**src/rtl/mem_arbiter_pkg.sv**
```systemverilog
// Shared types for the main-memory arbiter.
// State/owner encodings and requester indices.
package mem_arbiter_pkg;

  localparam int MEMARB_WORD_SIZE = 32;
  localparam int MEMARB_LINE_SIZE = 128;

  localparam int MEMARB_NREQ = 3;
  localparam int REQ_I  = 0;
  localparam int REQ_DR = 1;
  localparam int REQ_DW = 2;

  typedef enum logic [1:0] {
    MEMARB_IDLE,
    MEMARB_ISSUE,
    MEMARB_WAIT,
    MEMARB_RESP
  } memarb_state_t;

  typedef enum logic [1:0] {
    MEMARB_NONE,
    MEMARB_IFETCH,
    MEMARB_DREAD,
    MEMARB_DWRITE
  } memarb_owner_t;

  function automatic memarb_owner_t memarb_owner_of(
    input logic [MEMARB_NREQ-1:0] grant
  );
    memarb_owner_t o;
    o = MEMARB_NONE;
    if (grant[REQ_DW])
      o = MEMARB_DWRITE;
    else if (grant[REQ_DR])
      o = MEMARB_DREAD;
    else if (grant[REQ_I])
      o = MEMARB_IFETCH;
    return o;
  endfunction

  function automatic logic [MEMARB_NREQ-1:0] memarb_owner_bit(
    input memarb_owner_t o
  );
    logic [MEMARB_NREQ-1:0] b;
    b = '0;
    unique case (o)
      MEMARB_IFETCH: b[REQ_I]  = 1'b1;
      MEMARB_DREAD:  b[REQ_DR] = 1'b1;
      MEMARB_DWRITE: b[REQ_DW] = 1'b1;
      default:       b = '0;
    endcase
    return b;
  endfunction

endpackage

```
**src/rtl/mem_arb_pick.sv**
```systemverilog
// Grant selector: writeback first, then
// round-robin between ifetch and dcache read.
module mem_arb_pick
  import mem_arbiter_pkg::*;
(
  input  logic [MEMARB_NREQ-1:0] req,
  input  logic                   rr,
  output logic [MEMARB_NREQ-1:0] grant,
  output logic                   rr_next
);

  // rr=0 favours ifetch, rr=1 favours dcache read
  always_comb begin
    grant   = '0;
    rr_next = rr;
    if (req[REQ_DW]) begin
      grant[REQ_DW] = 1'b1;
    end else if (req[REQ_I] && req[REQ_DR]) begin
      if (rr)
        grant[REQ_DR] = 1'b1;
      else
        grant[REQ_I] = 1'b1;
    end else if (req[REQ_I]) begin
      grant[REQ_I] = 1'b1;
    end else if (req[REQ_DR]) begin
      grant[REQ_DR] = 1'b1;
    end
    if (grant[REQ_I])
      rr_next = 1'b1;
    if (grant[REQ_DR])
      rr_next = 1'b0;
  end

endmodule

```
**src/rtl/mem_arbiter.sv**
```systemverilog
// Single-port main-memory arbiter shared by the
// icache miss path and dcache fill/writeback paths.
module mem_arbiter
  import mem_arbiter_pkg::*;
#(
  parameter int WORD_SIZE = MEMARB_WORD_SIZE,
  parameter int LINE_SIZE = MEMARB_LINE_SIZE
) (
  input  logic                 clk,
  input  logic                 rst,
  input  logic                 i_req,
  input  logic [WORD_SIZE-1:0] i_req_addr,
  output logic                 i_res,
  output logic [WORD_SIZE-1:0] i_res_addr,
  output logic [LINE_SIZE-1:0] i_res_data,
  input  logic                 d_req,
  input  logic [WORD_SIZE-1:0] d_req_addr,
  output logic                 d_res,
  output logic [WORD_SIZE-1:0] d_res_addr,
  output logic [LINE_SIZE-1:0] d_res_data,
  input  logic                 d_wr,
  input  logic [WORD_SIZE-1:0] d_wr_addr,
  input  logic [LINE_SIZE-1:0] d_wr_data,
  output logic                 d_wr_ack,
  output logic                 mem_req,
  output logic                 mem_we,
  output logic [WORD_SIZE-1:0] mem_addr,
  output logic [LINE_SIZE-1:0] mem_wdata,
  input  logic                 mem_done,
  input  logic [LINE_SIZE-1:0] mem_rdata
);

  memarb_state_t state_q;
  memarb_state_t state_d;
  memarb_owner_t owner_q;

  logic [WORD_SIZE-1:0]   addr_q;
  logic [LINE_SIZE-1:0]   wdata_q;
  logic [LINE_SIZE-1:0]   rdata_q;
  logic                   we_q;
  logic                   rr_q;
  logic [MEMARB_NREQ-1:0] mask_q;

  logic [MEMARB_NREQ-1:0] cand;
  logic [MEMARB_NREQ-1:0] grant;
  logic                   rr_next;
  logic                   load;
  logic                   capture;
  logic [WORD_SIZE-1:0]   sel_addr;

  assign cand = {d_wr, d_req, i_req} & ~mask_q;

  mem_arb_pick u_pick (
    .req     (cand),
    .rr      (rr_q),
    .grant   (grant),
    .rr_next (rr_next)
  );

  // Address of the granted requester
  always_comb begin
    sel_addr = '0;
    unique case (1'b1)
      grant[REQ_DW]: sel_addr = d_wr_addr;
      grant[REQ_DR]: sel_addr = d_req_addr;
      grant[REQ_I]:  sel_addr = i_req_addr;
      default:       sel_addr = '0;
    endcase
  end

  // Next-state and load/capture strobes
  always_comb begin
    state_d = state_q;
    load    = 1'b0;
    capture = 1'b0;
    unique case (state_q)
      MEMARB_IDLE: begin
        if (|cand) begin
          state_d = MEMARB_ISSUE;
          load    = 1'b1;
        end
      end
      MEMARB_ISSUE: begin
        // zero-latency memory may finish here
        capture = mem_done;
        state_d = mem_done ? MEMARB_RESP
                           : MEMARB_WAIT;
      end
      MEMARB_WAIT: begin
        if (mem_done) begin
          capture = 1'b1;
          state_d = MEMARB_RESP;
        end
      end
      MEMARB_RESP: state_d = MEMARB_IDLE;
      default:     state_d = MEMARB_IDLE;
    endcase
  end

  // State, transaction latches, rr and mask
  always_ff @(posedge clk) begin
    if (rst) begin
      state_q <= MEMARB_IDLE;
      owner_q <= MEMARB_NONE;
      addr_q  <= '0;
      wdata_q <= '0;
      rdata_q <= '0;
      we_q    <= 1'b0;
      rr_q    <= 1'b0;
      mask_q  <= '0;
    end else begin
      state_q <= state_d;
      if (load) begin
        owner_q <= memarb_owner_of(grant);
        addr_q  <= sel_addr;
        we_q    <= grant[REQ_DW];
        wdata_q <= grant[REQ_DW] ? d_wr_data
                                 : '0;
        rr_q    <= rr_next;
      end
      if (capture)
        rdata_q <= mem_rdata;
      // served requester sits out one idle cycle
      if (state_q == MEMARB_RESP) begin
        mask_q  <= memarb_owner_bit(owner_q);
        owner_q <= MEMARB_NONE;
      end else if (state_q == MEMARB_IDLE) begin
        mask_q <= '0;
      end
    end
  end

  assign mem_req   = (state_q == MEMARB_ISSUE);
  assign mem_we    = we_q;
  assign mem_addr  = addr_q;
  assign mem_wdata = wdata_q;

  assign i_res    = (state_q == MEMARB_RESP) &&
                    (owner_q == MEMARB_IFETCH);
  assign d_res    = (state_q == MEMARB_RESP) &&
                    (owner_q == MEMARB_DREAD);
  assign d_wr_ack = (state_q == MEMARB_RESP) &&
                    (owner_q == MEMARB_DWRITE);

  assign i_res_addr = addr_q;
  assign i_res_data = rdata_q;
  assign d_res_addr = addr_q;
  assign d_res_data = rdata_q;

endmodule
```
**config.mk**
```make
export PLATFORM = sky130hd
export DESIGN_NAME = mem_arbiter
export DESIGN_NICKNAME = d
export VERILOG_FILES = /design/src/rtl/mem_arbiter_pkg.sv /design/src/rtl/mem_arb_pick.sv /design/src/rtl/mem_arbiter.sv
export SDC_FILE = /design/constraint.sdc
export NUM_CORES = 1
export LEC_CHECK = 0
export BUFFER_PORTS_ARGS = -buffer_cell sky130_fd_sc_hd__buf_4
export CORE_AREA = 5 5 329 331
export DETAILED_ROUTE_END_ITERATION = 10
export DIE_AREA = 0 0 334 336
export GPL_TIMING_DRIVEN = 0
export PLACE_DENSITY_LB_ADDON = 0.12
export SYNTH_ARGS = -nofsm -noshare
export SYNTH_HDL_FRONTEND = slang
export SYNTH_HIERARCHICAL = 1
export SYNTH_SLANG_ARGS = --single-unit
```
**constraint.sdc**
```tcl
create_clock -name clk -period 2.4 [get_ports clk]
set_input_delay 0.36 -clock clk [delete_from_list [all_inputs] [get_ports clk]]
set_output_delay 0.36 -clock clk [all_outputs]
set_load 0.02 [all_outputs]
```
==> results of run 1 <==
power by group through the flow:
stage	Sequential, W	Combinational, W	Clock [W]
after floorplan	0.00768	0.00536	0
after global placement	0.00697	0.0109	0
after detailed placement	0.00700	0.0109	0
after CTS	0.00691	0.0111	0.00634
after global routing	0.00701	0.0117	0.00651
final	0.00688	0.0109	0.00598
flip-flops by register name, indices dropped and copies added (netlist names):
| register | cells |
|---|---|
| mask_q | 3 |
| d_res_addr | 32 |
| d_res_data | 128 |
| owner_q | 2 |
| mem_wdata | 128 |
| state_q | 2 |
| rr_q | 1 |
| mem_we | 1 |
cells in the final DEF, fill, tap and decap left out, types with 2 or more instances in the layout:
cell type and instances:
sky130_fd_sc_hd__and3_1 2, sky130_fd_sc_hd__diode_2 9, sky130_fd_sc_hd__clkbuf_2 10, sky130_fd_sc_hd__and2_1 2, sky130_fd_sc_hd__dlygate4sd3_1 151, sky130_fd_sc_hd__nand3b_1 128, sky130_fd_sc_hd__or3_1 2, sky130_fd_sc_hd__nand2_1 263
sky130_fd_sc_hd__nand2b_1 137, sky130_fd_sc_hd__inv_6 3, sky130_fd_sc_hd__mux2i_1 133, sky130_fd_sc_hd__nor2b_1 33, sky130_fd_sc_hd__buf_6 10, sky130_fd_sc_hd__clkbuf_1 80, sky130_fd_sc_hd__clkbuf_4 2, sky130_fd_sc_hd__dfxtp_1 297
sky130_fd_sc_hd__clkbuf_8 8, sky130_fd_sc_hd__buf_2 30, sky130_fd_sc_hd__mux2_2 32, sky130_fd_sc_hd__clkbuf_16 42, sky130_fd_sc_hd__buf_1 3, sky130_fd_sc_hd__inv_1 4, sky130_fd_sc_hd__a222oi_1 32, sky130_fd_sc_hd__clkinv_2 4
sky130_fd_sc_hd__nor2_1 36, sky130_fd_sc_hd__ha_1 4, sky130_fd_sc_hd__nor2b_4 2, sky130_fd_sc_hd__buf_4 1036, sky130_fd_sc_hd__nor2b_2 2, sky130_fd_sc_hd__a21oi_1 133
area by class of cell:
cell class	count	area (sq um)
fillers	11600	79900
repair buffers	992	7830
multi-input cells	949	6040
flip-flops and latches	297	5950
plain buffers	316	2050
well taps	1391	1740
clock buffers	64	1210
clock inverters	9	71.3
diodes	9	22.5
inverters	4	15.0
logic make-up after synthesis:
group                    count (synthesis)
buffers and inverters                  320
multiplexers                           165
adder cells (fa/ha/maj)                  4
AO/OA/AOI/OAI                          173
AND/OR/NAND/NOR                        607
flip-flops                             297
metrics by stage:
stage,power (W),setup WS (ns),setup TNS (ns)
after CTS,0.0244,0.0518,0
final,0.0238,0.167,0
after global placement,0.0178,-0.874,-73.32
after floorplan,0.0130,0.480,0
after global routing,0.0252,0.0124,0
after detailed placement,0.0179,-0.858,-79.48
critical path: cells and delay by family, from the launching register on:
family,cells,cell delay [ns]
buf+inv,2,0.71
simple gates,3,0.65
compound gates,3,0.49
flops,1,0.32
how the worst max path moves through the flow:
stage / start / end / cells past startpoint
after floorplan: d_wr / d_res_addr[29]$_SDFFE_PP0P_ / 8
after global placement: d_wr / mem_wdata[48]$_SDFFE_PP0P_ / 8
after detailed placement: d_wr / mem_wdata[48]$_SDFFE_PP0P_ / 8
after CTS: mask_q[1]$_SDFFE_PP0P_ / d_res_addr[26]$_SDFFE_PP0P_ / 8
after global routing: mask_q[2]$_SDFFE_PP0P_ / d_res_addr[10]$_SDFFE_PP0P_ / 8
final: mask_q[1]$_SDFFE_PP0P_ / owner_q[1]$_SDFFE_PP0P_ / 8
what timing repair did:
item                       in CTS  in global routing
hold buffers                  151                  0
pin swaps                       0                  2
gates resized for setup         9                 23
hold endpoints to repair      151                  0
setup endpoints to repair     200                 43
metal layers:
metal,vias to the layer above,track usage,part of all wire
met2,500,0.225,0.50
li1,7127,-,-
met1,6836,0.145,0.39
met5,-,0,0.00052
met3,90,0.0431,0.081
met4,6,0.0404,0.025
==> results.env, run 1 <==
POST_SYNTH_NUM_CELL_TYPES=30
SYNTH-COMPOUND-AREA-SHARE=0.0762
POSTPLACECELLAREA_SQ_UM=22100
COMB_POWER_SHARE=0.459
SYNTH_AREA_PER_CELL_SQ_UM=8.95
NETLIST.TOP_CELL.BY_AREA='sky130_fd_sc_hd__dfxtp_1'
MAXCLOCKFREQUENCY_MHz=448
CP_MAX_FO=10
SYNTH_FLOP_CELL='sky130_fd_sc_hd__dfxtp_1'
DIE_W_UM=334
P_SWITCHING_W=0.00935
GRT_START_MAX_NET_PINS=12
NUMBER_OF_ENABLE_TYPE_REGISTER_CELLS_IN_THE_SYNTHESIZED_NETLIST=0
CTS_TREE='yes'
CLKSINKCOUNT=297
CRITPATHLAUNCHTYPE='flop'
YOSYS_WARNINGS=6
R2R_CELLS=8
POWER.SWITCHING_FRACTION=0.393
POST_SYNTH_XOR_AREA_FRACTION=0
TOP_LEVEL_PORTS=843
REG2REG_FROM='mask_q[1]$_SDFFE_PP0P_'
FINALSETUPVIOLATIONS=0
WIRE_LENGTH_OF_THE_FIRST_GLOBAL_ROUTING_PASS_UM=107000
DETAIL_ROUTE.VIAS_PER_CELL=3.61
LAYOUTNONFILLERINSTCOUNT=4031
CP_CELL_SEQUENCE='nor2b_2 -> nor2b_2 -> a21boi_2 -> clkbuf_1 -> clkbuf_2 -> nor2_1 -> o311ai_0 -> o211a_1'
WORSTSETUPENDPOINTTYPE='flop'
GP_CONGESTION=0.796
UNREPAIRED_SETUP_ENDPOINTS_AFTER_GLOBAL_ROUTING='no'
SETUP.REG_TO_REG.WORST_SLACK_NS=0.17
OVERFLOW=0
IRDROPWORSTVDD_uV=428
ASYNC_RESET_FF_FRAC=0
GRT_PASS1_VIAS=15300
P_CLK_FRAC=0.252
PLACED_CELLS_INCL_TAPS=3798
RESULT_OF_THE_RUN='finished, final reports clean'
PLACEABLECOREAREA_SQ_UM=105000
SYNTH_TOP_AREA_FRAC=0.424
SYNTH_SEQ_AREA_SHARE=0.424
POST_SYNTH_MUX_AREA_SHARE=0.121
POST_CTS_BUFFERS=0
FINAL-HOLD-VIOLATION-COUNT=0
TOTAL_POWER_DENSITY_PER_CELL_AREA_nW_PER_UM2=954
FINAL_MAX_SLEW_VIOL_COUNT=0
WORST_SKEW_PAIR.LATE_LATENCY_NS=0.57
POWER.SHARE.SEQUENTIAL=0.289
DIE-HEIGHT_UM=336
CLK_PIN_SLEW_WORST_PATHS_NS=0.06
HTREEDEPTH=2
AVGROUTEDWIREPERCELL_UM=18.9
YOSYSMOSTFREQUENTCELL='sky130_fd_sc_hd__dfxtp_1'
ANTENNA_VIOLATIONS_BEFORE_REPAIR=10
IO_PORT_BUFS=841
MAX-CLOCK-PATH-BUFFERS=3
HOLD_DEPTH=3
CRIT_TOP_CELL='sky130_fd_sc_hd__nor2b_2'
FIN_WORST_SKEW_NS=0.0102
POSTLAYOUTCOREUTIL=0.238
LARGEST_FAMILY_OF_LOGIC_CELLS_BY_SYNTHESIZED_AREA='simple AND/OR/NAND/NOR gates'
LAYOUT_MIN_CYCLE_TIME_NS=2.23
LAYOUT.CELL_AREA.NON_FILLER_SQ_UM=24900
SYNTH_AREA_LEADERS='sky130_fd_sc_hd__dfxtp_1 42%, sky130_fd_sc_hd__buf_4 10%, sky130_fd_sc_hd__mux2i_1 9.5%'
LAYOUT-AREA-OVERHEAD-VS-SYNTH_PCT=77.8
TIMING_WORST_SLEW_PIN_VALUE_NS=0.901
TIMING.FINAL.CRIT_SHARE=0.930
HOLD_PATH.STARTPOINT='d_wr_data[96]'
CTS_INSERTED_BUFFERS=42
DRT_ITER0_MARKERS=601
POST_SYNTH_INST_COUNT=1566
WORSTSETUPPATHTYPE='flop to flop'
ROUTED-VIA-COUNT=14600
MAX-CAP-VIOLATIONS=0
SYNTHSIMPLEGATEAREAFRAC=0.230
HOLD_PATH_CLASS='primary input to flop'
SYN-CELL-AREA_SQ_UM=14000
PLACE_HPWL_UM=62300
FIN_NETS=2964
SYNTH_COMMONEST_CELLS='297 x sky130_fd_sc_hd__dfxtp_1, 263 x sky130_fd_sc_hd__nand2_1, 194 x sky130_fd_sc_hd__buf_4, 137 x sky130_fd_sc_hd__nand2b_1'
FLOORPLAN.INITIALDENSITY=0.134
FIRST_PASS_ITERS=9
GRT.TOTAL_USAGE=0.127
ANTENNA_LEFT=0
SYNTHESIS.NETS=1928
LAYOUT_CELL_SHARE_WITH_DRIVE_STRENGTH_BEYOND_1=0.450
CRIT_SLOWEST_CELL='sky130_fd_sc_hd__clkbuf_1'
MAX_SLEW_HEADROOM_AT_THE_WORST_PIN=0.399
STD_CELL_ROWS=119
CP_DATA_ARRIVAL_TIME_NS=2.75
FLOORPLAN.DIE_AREA_SQ_UM=112000
LEAKAGE_nW=11.4
CRITPATHMAXSTAGEDELAY_NS=0.36
CLOCKROOTBUFFER='sky130_fd_sc_hd__clkbuf_16'
YS_SEQ_ELEMENTS=297
PINT_W=0.0144
CP.REQUIRED_NS=2.92
POST_SYNTHESIS_ADDER_CELL_AREA_FRACTION=0.00357
DRC=0
CRITICAL_PATH.REG2REG.ENDPOINT='owner_q[1]$_SDFFE_PP0P_'
POSTROUTEWIRELENGTH_UM=76200
WORST_HOLD_PATH.ENDPOINT='mem_wdata[96]$_SDFFE_PP0P_'
FIN_HOLD_WS_NS=0.0701
Note: power is estimated with default switching activity, not from simulation.
==> inputs of run 2 (changes only) <==
Settings changed: SETUP_SLACK_MARGIN set to 0.5, SKIP_LAST_GASP set to 1.
==> results.env, run 2 (synthesis gave the netlist of run 1 again) <==
PLACE_HPWL_UM=60900  # was 62300 um
FINAL-HOLD-VIOLATION-COUNT=0  # unchanged
LAYOUT-AREA-OVERHEAD-VS-SYNTH_PCT=79.5  # was 77.8%
MAX-CLOCK-PATH-BUFFERS=3  # unchanged
LAYOUT_MIN_CYCLE_TIME_NS=2.01  # was 2.23 ns
WORST_SLACK_NS=0.386  # was 0.167 ns
LAYOUT_CELL_SHARE_WITH_DRIVE_STRENGTH_BEYOND_1=0.477  # was 0.450
CP_MAX_FO=8  # was 10
WORSTSETUPENDPOINTTYPE='flop'  # unchanged
HOLD_PATH_CLASS='primary input to flop'  # unchanged
POSTPLACECELLAREA_SQ_UM=22100  # about the same
LAYOUT.CELL_AREA.NON_FILLER_SQ_UM=25200  # was 24900 sq um
DRC=0  # unchanged
FIN_NETS=2949  # was 2964
POSTLAYOUTCOREUTIL=0.240  # was 0.238
CLK_PIN_SLEW_WORST_PATHS_NS=0.06  # about the same
CP_DATA_ARRIVAL_TIME_NS=2.47  # was 2.75 ns
POSTROUTEWIRELENGTH_UM=75300  # was 76200 um
CP_CELL_SEQUENCE='nor2b_4 -> nand2b_4 -> a21oi_2 -> buf_8 -> clkbuf_16 -> a222oi_1 -> nor2_1 -> mux2_4'  # was nor2b_2 -> nor2b_2 -> a21boi_2 -> clkbuf_1 -> clkbuf_2 -> nor2_1 -> o311ai_0 -> o211a_1
COMB_POWER_SHARE=0.464  # was 0.459
FIN_WORST_SKEW_NS=0.0283  # was 0.0102 ns
UNREPAIRED_SETUP_ENDPOINTS_AFTER_GLOBAL_ROUTING='yes'  # was no
GRT_START_MAX_NET_PINS=11  # was 12
TOTAL_POWER_DENSITY_PER_CELL_AREA_nW_PER_UM2=965  # was 954 nW/um^2
CRIT_SLOWEST_CELL='sky130_fd_sc_hd__a222oi_1'  # was sky130_fd_sc_hd__clkbuf_1
GRT.TOTAL_USAGE=0.126  # was 0.127
WIRE_LENGTH_OF_THE_FIRST_GLOBAL_ROUTING_PASS_UM=106000  # was 107000 um
PLACE_WS_NS=-0.868  # was -0.858 ns
PINT_W=0.0149  # was 0.0144 W
RESULT_OF_THE_RUN='finished, final reports clean'  # unchanged
FIN_HOLD_WS_NS=0.0649  # was 0.0701 ns
PLACEABLECOREAREA_SQ_UM=105000  # unchanged
MAX-CAP-VIOLATIONS=0  # unchanged
CTS_TREE='yes'  # unchanged
CLKSINKCOUNT=297  # unchanged
FINALSETUPVIOLATIONS=0  # unchanged
N_FILL_CELL=11600  # about the same
CTS_INSERTED_BUFFERS=42  # unchanged
MULTIINPUTGATEAREA_SQ_UM=6140  # was 6040 sq um
FLOORPLAN.DIE_AREA_SQ_UM=112000  # unchanged
ANTENNA_VIOLATIONS_BEFORE_REPAIR=6  # was 10
MAX_SLEW_HEADROOM_AT_THE_WORST_PIN=0.369  # was 0.399
FLOORPLAN.INITIALDENSITY=0.134  # unchanged
POWER.SWITCHING_FRACTION=0.387  # was 0.393
CRITPATHLAUNCHTYPE='flop'  # unchanged
TOP_LEVEL_PORTS=843  # unchanged
CP.REQUIRED_NS=2.86  # was 2.92 ns
STD_CELL_ROWS=119  # unchanged
DETAIL_ROUTE.VIAS_PER_CELL=3.63  # was 3.61
WORST_SKEW_PAIR.LATE_LATENCY_NS=0.58  # was 0.57 ns
TIMING_WORST_SLEW_PIN_VALUE_NS=0.947  # was 0.901 ns
IO_PORT_BUFS=841  # unchanged
CELL_FAMILY_CONTRIBUTING_THE_MOST_DELAY_ON_THE_CRITICAL_PATH='compound AO/OA/AOI/OAI gates'  # was buffers and inverters
IRDROPWORSTVDD_uV=428  # about the same
P_SWITCHING_W=0.00939  # was 0.00935 W
TIMING.FINAL.CRIT_SHARE=0.839  # was 0.930
CLOCKROOTBUFFER='sky130_fd_sc_hd__clkbuf_16'  # unchanged
CRITPATHMAXSTAGEDELAY_NS=0.52  # was 0.36 ns
DIE-HEIGHT_UM=336  # unchanged
PATH_BUF_INV=2  # unchanged
AVGROUTEDWIREPERCELL_UM=18.8  # was 18.9 um
POWER.SHARE.SEQUENTIAL=0.282  # was 0.289
LEAKAGE_nW=11.6  # was 11.4 nW
HTREEDEPTH=2  # unchanged
DRT_ITER0_MARKERS=584  # was 601
P_CLK_FRAC=0.253  # was 0.252
OVERFLOW=0  # unchanged
MAXCLOCKFREQUENCY_MHz=497  # was 448 MHz
GP_CONGESTION=0.777  # was 0.796
WORSTSETUPPATHTYPE='flop to flop'  # unchanged
ROUTED-VIA-COUNT=14500  # was 14600
FINAL_MAX_SLEW_VIOL_COUNT=0  # unchanged
MOST-COMMON-LAYOUT-CELLS='1049 x sky130_fd_sc_hd__buf_4, 292 x sky130_fd_sc_hd__dfxtp_1, 262 x sky130_fd_sc_hd__nand2_1, 136 x sky130_fd_sc_hd__nand2b_1, 133 x sky130_fd_sc_hd__mux2i_1'  # was 1036 x sky130_fd_sc_hd__buf_4, 297 x sky130_fd_sc_hd__dfxtp_1, 263 x sky130_fd_sc_hd__nand2_1, 151 x sky130_fd_sc_hd__dlygate4sd3_1, 137 x sky130_fd_sc_hd__nand2b_1
ANTENNA_LEFT=0  # unchanged
DIE_W_UM=334  # unchanged
MOSTFREQUENTLAYOUTCELL='sky130_fd_sc_hd__buf_4'  # unchanged
FIRST_PASS_ITERS=7  # was 9
GRT_PASS1_VIAS=15500  # was 15300
AREA.SEQUENTIAL_SQ_UM=5950  # about the same
## run 2: final timing paths
kind	end	slack, ns	depth (start not counted)	startpoint
min	d_res_data[124]$_SDFFE_PP0P_	0.06	3	mem_rdata[124]
max	d_res_addr[30]$_SDFFE_PP0P_	0.39	8	mask_q[2]$_SDFFE_PP0P_
min reg2reg	mem_wdata[12]$_SDFFE_PP0P_	0.47	2	mem_wdata[12]$_SDFFE_PP0P_
max reg2reg	d_res_addr[30]$_SDFFE_PP0P_	0.39	8	mask_q[2]$_SDFFE_PP0P_
## run 2: through the flow
stage | setup TNS (ns) | cells | total power (W)
final | 0 | 4011 | 0.0243
after global routing | 0 | 4009 | 0.0257
after CTS | 0 | 4004 | 0.0249
after detailed placement | -85.16 | 3798 | 0.0180
after global placement | -70.66 | 3798 | 0.0179
after floorplan | 0 | 1566 | 0.0130
## run 2: power groups by stage
stage | Clock (W) | Combinational (W) | Sequential, W
after floorplan | 0 | 0.00536 | 0.00768
after global placement | 0 | 0.0110 | 0.00695
after detailed placement | 0 | 0.0110 | 0.00697
after CTS | 0.00649 | 0.0115 | 0.00690
after global routing | 0.00666 | 0.0121 | 0.00701
final | 0.00616 | 0.0113 | 0.00686
## run 2: repair_timing
| item | 4_1_cts | 5_1_grt |
|---|---|---|
| resized for setup | 98 | 38 |
| hold endpoints to repair | 117 | 0 |
| setup buffers | 15 | 1 |
| pin swaps | 36 | 21 |
| setup endpoints to repair | 278 | 108 |
| hold buffers | 117 | 0 |
| cloned | 1 | 2 |
## run 2: area by class of cell
cell class,count,share of cell area
Clock inverter,9,0.00209
Antenna cell,4,0.000398
Clock buffer,64,0.0515
Inverter,4,0.000597
Timing Repair Buffer,977,0.306
Multi-Input combinational cell,949,0.244
Tap cell,1391,0.0692
Buffer,316,0.0900
Sequential cell,297,0.237
## run 2: routing by layer
metal  routed length [um]  up-vias  GRT usage
li1                     -     7099          -
met1                29200     6844      0.141
met2                37900      515      0.226
met3                 6210       87     0.0421
met4                 2110        0     0.0421
met5                    0        -          0
## run 2: worst reg2reg max path, delay by kind of cell (launching register included)
family / cells / cell delay [ns]
flip-flops: 1 / 0.33
buffers and inverters: 2 / 0.31
AO/OA/AOI/OAI: 2 / 0.56
multiplexers: 1 / 0.28
AND/OR/NAND/NOR: 3 / 0.43
==> inputs of run 3 (changes only) <==
Clock period 2.4 ns to 1.95 ns, I/O delays scaled along.
==> results.env, run 3 (synthesis gave the netlist of run 1 again) <==
ANTENNA_VIOLATIONS_BEFORE_REPAIR=9  # was 6
TIMING_WORST_SLEW_PIN_VALUE_NS=0.902  # was 0.947 ns
HOLD_PATH_CLASS='primary input to flop'  # unchanged
CTS_INSERTED_BUFFERS=41  # was 42
TIMING.FINAL.CRIT_SHARE=0.993  # was 0.839
ROUTED-VIA-COUNT=15500  # was 14500
CP.REQUIRED_NS=2.41  # was 2.86 ns
WIRE_LENGTH_OF_THE_FIRST_GLOBAL_ROUTING_PASS_UM=110000  # was 106000 um
MAX-CLOCK-PATH-BUFFERS=3  # unchanged
N_FILL_CELL=11300  # was 11600
CRITPATHLAUNCHTYPE='flop'  # unchanged
GRT_START_MAX_NET_PINS=12  # was 11
CRITICAL_PATH.REG2REG.ENDPOINT='d_res_addr[7]$_SDFFE_PP0P_'  # was d_res_addr[30]$_SDFFE_PP0P_
WORST_SKEW_PAIR.LATE_LATENCY_NS=0.57  # was 0.58 ns
FINALSETUPVIOLATIONS=0  # unchanged
FLOORPLAN.DIE_AREA_SQ_UM=112000  # unchanged
PLACEABLECOREAREA_SQ_UM=105000  # unchanged
DRT_ITER0_MARKERS=610  # was 584
FIN_NETS=3152  # was 2949
PLACED_CELLS_INCL_TAPS=3798  # unchanged
FIRST_PASS_ITERS=7  # unchanged
LAYOUT_MIN_CYCLE_TIME_NS=1.94  # was 2.01 ns
CRITPATHMAXSTAGEDELAY_NS=0.39  # was 0.52 ns
LEAKAGE_nW=13.4  # was 11.6 nW
MAX_SLEW_HEADROOM_AT_THE_WORST_PIN=0.399  # was 0.369
CLOCKROOTBUFFER='sky130_fd_sc_hd__clkbuf_16'  # unchanged
RESULT_OF_THE_RUN='finished, final reports clean'  # unchanged
TNS_NS=0  # unchanged
FLOORPLAN.INITIALDENSITY=0.134  # unchanged
UNREPAIRED_SETUP_ENDPOINTS_AFTER_GLOBAL_ROUTING='yes'  # unchanged
HTREEDEPTH=2  # unchanged
DIE_W_UM=334  # unchanged
CP_MAX_FO=6  # was 8
CRIT_SLOWEST_CELL='sky130_fd_sc_hd__a222oi_1'  # unchanged
HOLD_PATH.STARTPOINT='d_wr_addr[13]'  # was mem_rdata[124]
MOST-COMMON-LAYOUT-CELLS='1006 x sky130_fd_sc_hd__buf_4, 279 x sky130_fd_sc_hd__dfxtp_1, 256 x sky130_fd_sc_hd__dlygate4sd3_1, 206 x sky130_fd_sc_hd__nand2_1, 136 x sky130_fd_sc_hd__nand2b_1'  # was 1049 x sky130_fd_sc_hd__buf_4, 292 x sky130_fd_sc_hd__dfxtp_1, 262 x sky130_fd_sc_hd__nand2_1, 136 x sky130_fd_sc_hd__nand2b_1, 133 x sky130_fd_sc_hd__mux2i_1
LAYOUTNONFILLERINSTCOUNT=4212  # was 4011
CP_DATA_ARRIVAL_TIME_NS=2.39  # was 2.47 ns
LAYOUT_CELL_SHARE_WITH_DRIVE_STRENGTH_BEYOND_1=0.509  # was 0.477
TOP_LEVEL_PORTS=843  # unchanged
PLACE_WS_NS=-0.426  # was -0.868 ns
HOLD_DEPTH=4  # was 3
FINAL_MAX_SLEW_VIOL_COUNT=0  # unchanged
WORST_HOLD_PATH.ENDPOINT='d_res_addr[13]$_SDFFE_PP0P_'  # was d_res_data[124]$_SDFFE_PP0P_
CP_CELL_SEQUENCE='nor2b_4 -> nand2b_4 -> a21oi_2 -> buf_8 -> clkbuf_16 -> a222oi_1 -> nor2_1 -> mux2_4'  # unchanged
DIE-HEIGHT_UM=336  # unchanged
MOSTFREQUENTLAYOUTCELL='sky130_fd_sc_hd__buf_4'  # unchanged
IRDROPWORSTVDD_uV=570  # was 428 uV
ANTENNA_LEFT=0  # unchanged
CLK_PIN_SLEW_WORST_PATHS_NS=0.06  # about the same
REG2REG_FROM='mask_q[2]$_SDFFE_PP0P_'  # unchanged
MAXCLOCKFREQUENCY_MHz=516  # was 497 MHz
GRT_PASS1_VIAS=16000  # was 15500
STD_CELL_ROWS=119  # unchanged
SETUP.REG_TO_REG.WORST_SLACK_NS=0.01  # was 0.39 ns
POST-LAYOUT-TOTAL-POWER_W=0.0357  # was 0.0243 W
FIN_WORST_SKEW_NS=0.00945  # was 0.0283 ns
WORSTSETUPENDPOINTTYPE='flop'  # unchanged
TOTAL_POWER_DENSITY_PER_CELL_AREA_nW_PER_UM2=1220  # was 965 nW/um^2
FIN_HOLD_WS_NS=0.0954  # was 0.0649 ns
CTS_TREE='yes'  # unchanged
LAYOUT-AREA-OVERHEAD-VS-SYNTH_PCT=108  # was 79.5%
AVGROUTEDWIREPERCELL_UM=19.4  # was 18.8 um
DETAIL_ROUTE.VIAS_PER_CELL=3.67  # was 3.63
GP_CONGESTION=0.828  # was 0.777
PATH_BUF_INV=2  # unchanged
PLACE_HPWL_UM=62000  # was 60900 um
MAX-CAP-VIOLATIONS=0  # unchanged
WORSTSETUPPATHTYPE='flop to flop'  # unchanged
CLKSINKCOUNT=297  # unchanged
WORST_SLACK_NS=0.0133  # was 0.386 ns
CELL_FAMILY_CONTRIBUTING_THE_MOST_DELAY_ON_THE_CRITICAL_PATH='simple AND/OR/NAND/NOR gates'  # was compound AO/OA/AOI/OAI gates
IO_PORT_BUFS=841  # unchanged
R2R_CELLS=8  # unchanged
POSTROUTEWIRELENGTH_UM=81600  # was 75300 um
OVERFLOW=0  # unchanged
FINAL-HOLD-VIOLATION-COUNT=0  # unchanged
GRT.TOTAL_USAGE=0.132  # was 0.126
DRC=0  # unchanged
-- run 3: metrics by stage --
step	util	cell area, sq um
finish	0.278	29200
global route	0.278	29200
CTS	0.261	27400
detailed placement	0.212	22200
global placement	0.212	22200
floorplan	-	14200
-- run 3: area by class of cell --
cell class	count	area, sq um	share of cell area
sequential	297	6010	0.206
timing repair buffer	1181	10500	0.360
tap	1391	1740	0.0596
clock inverter	8	75.1	0.00257
clock buffer	63	1200	0.0411
antenna	3	7.51	0.000257
inverter	4	17.5	0.000600
multi-input combinational	949	6720	0.230
buffer	316	2930	0.100
-- run 3: where the power goes --
part | switching [W] | total, W | internal (W)
clock | 0.00303 | 0.00738 | 0.00436
combinational | 0.00909 | 0.0198 | 0.0107
sequential | 0.00120 | 0.00850 | 0.00730
total | 0.0133 | 0.0357 | 0.0223
-- run 3: repair_timing --
action,4_1_cts,5_1_grt
gates resized for setup,140,353
buffers inserted,23,26
endpoints found under the setup margin,652,651
cloned,16,19
hold buffers,256,0
endpoints found under the hold margin,256,0
pin swaps,4,103
-- run 3: worst max-delay path by stage --
stage,startpoint,to,slack (ns),cells after the start
final,mask_q[2]$_SDFFE_PP0P_,d_res_addr[7]$_SDFFE_PP0P_,0.01,8
after global routing,mask_q[2]$_SDFFE_PP0P_,d_res_addr[22]$_SDFFE_PP0P_,-0.1,8
after CTS,mask_q[2]$_SDFFE_PP0P_,d_res_addr[8]$_SDFFE_PP0P_,-0.02,8
after detailed placement,d_wr,mem_wdata[121]$_SDFFE_PP0P_,-0.43,8
after global placement,d_wr,mem_wdata[121]$_SDFFE_PP0P_,-0.40,8
after floorplan,mask_q[2]$_SDFFE_PP0P_,d_res_addr[10]$_SDFFE_PP0P_,0.24,8
-- run 3: routing by layer --
metal | share of wire | vias up | track usage
met5 | 0.00038 | - | 0
met3 | 0.072 | 93 | 0.0373
met4 | 0.024 | 6 | 0.0378
met1 | 0.38 | 7327 | 0.147
li1 | - | 7526 | -
met2 | 0.52 | 503 | 0.244
-- run 3: worst min-delay path: cells and delay by family --
kind / cells / cell delay (ns)
muxes: 1 / 0.14
and+or+nand+nor: 1 / 0.08
AOI/OAI and AO/OA: 1 / 0.05
buffers and inverters: 1 / 0.08
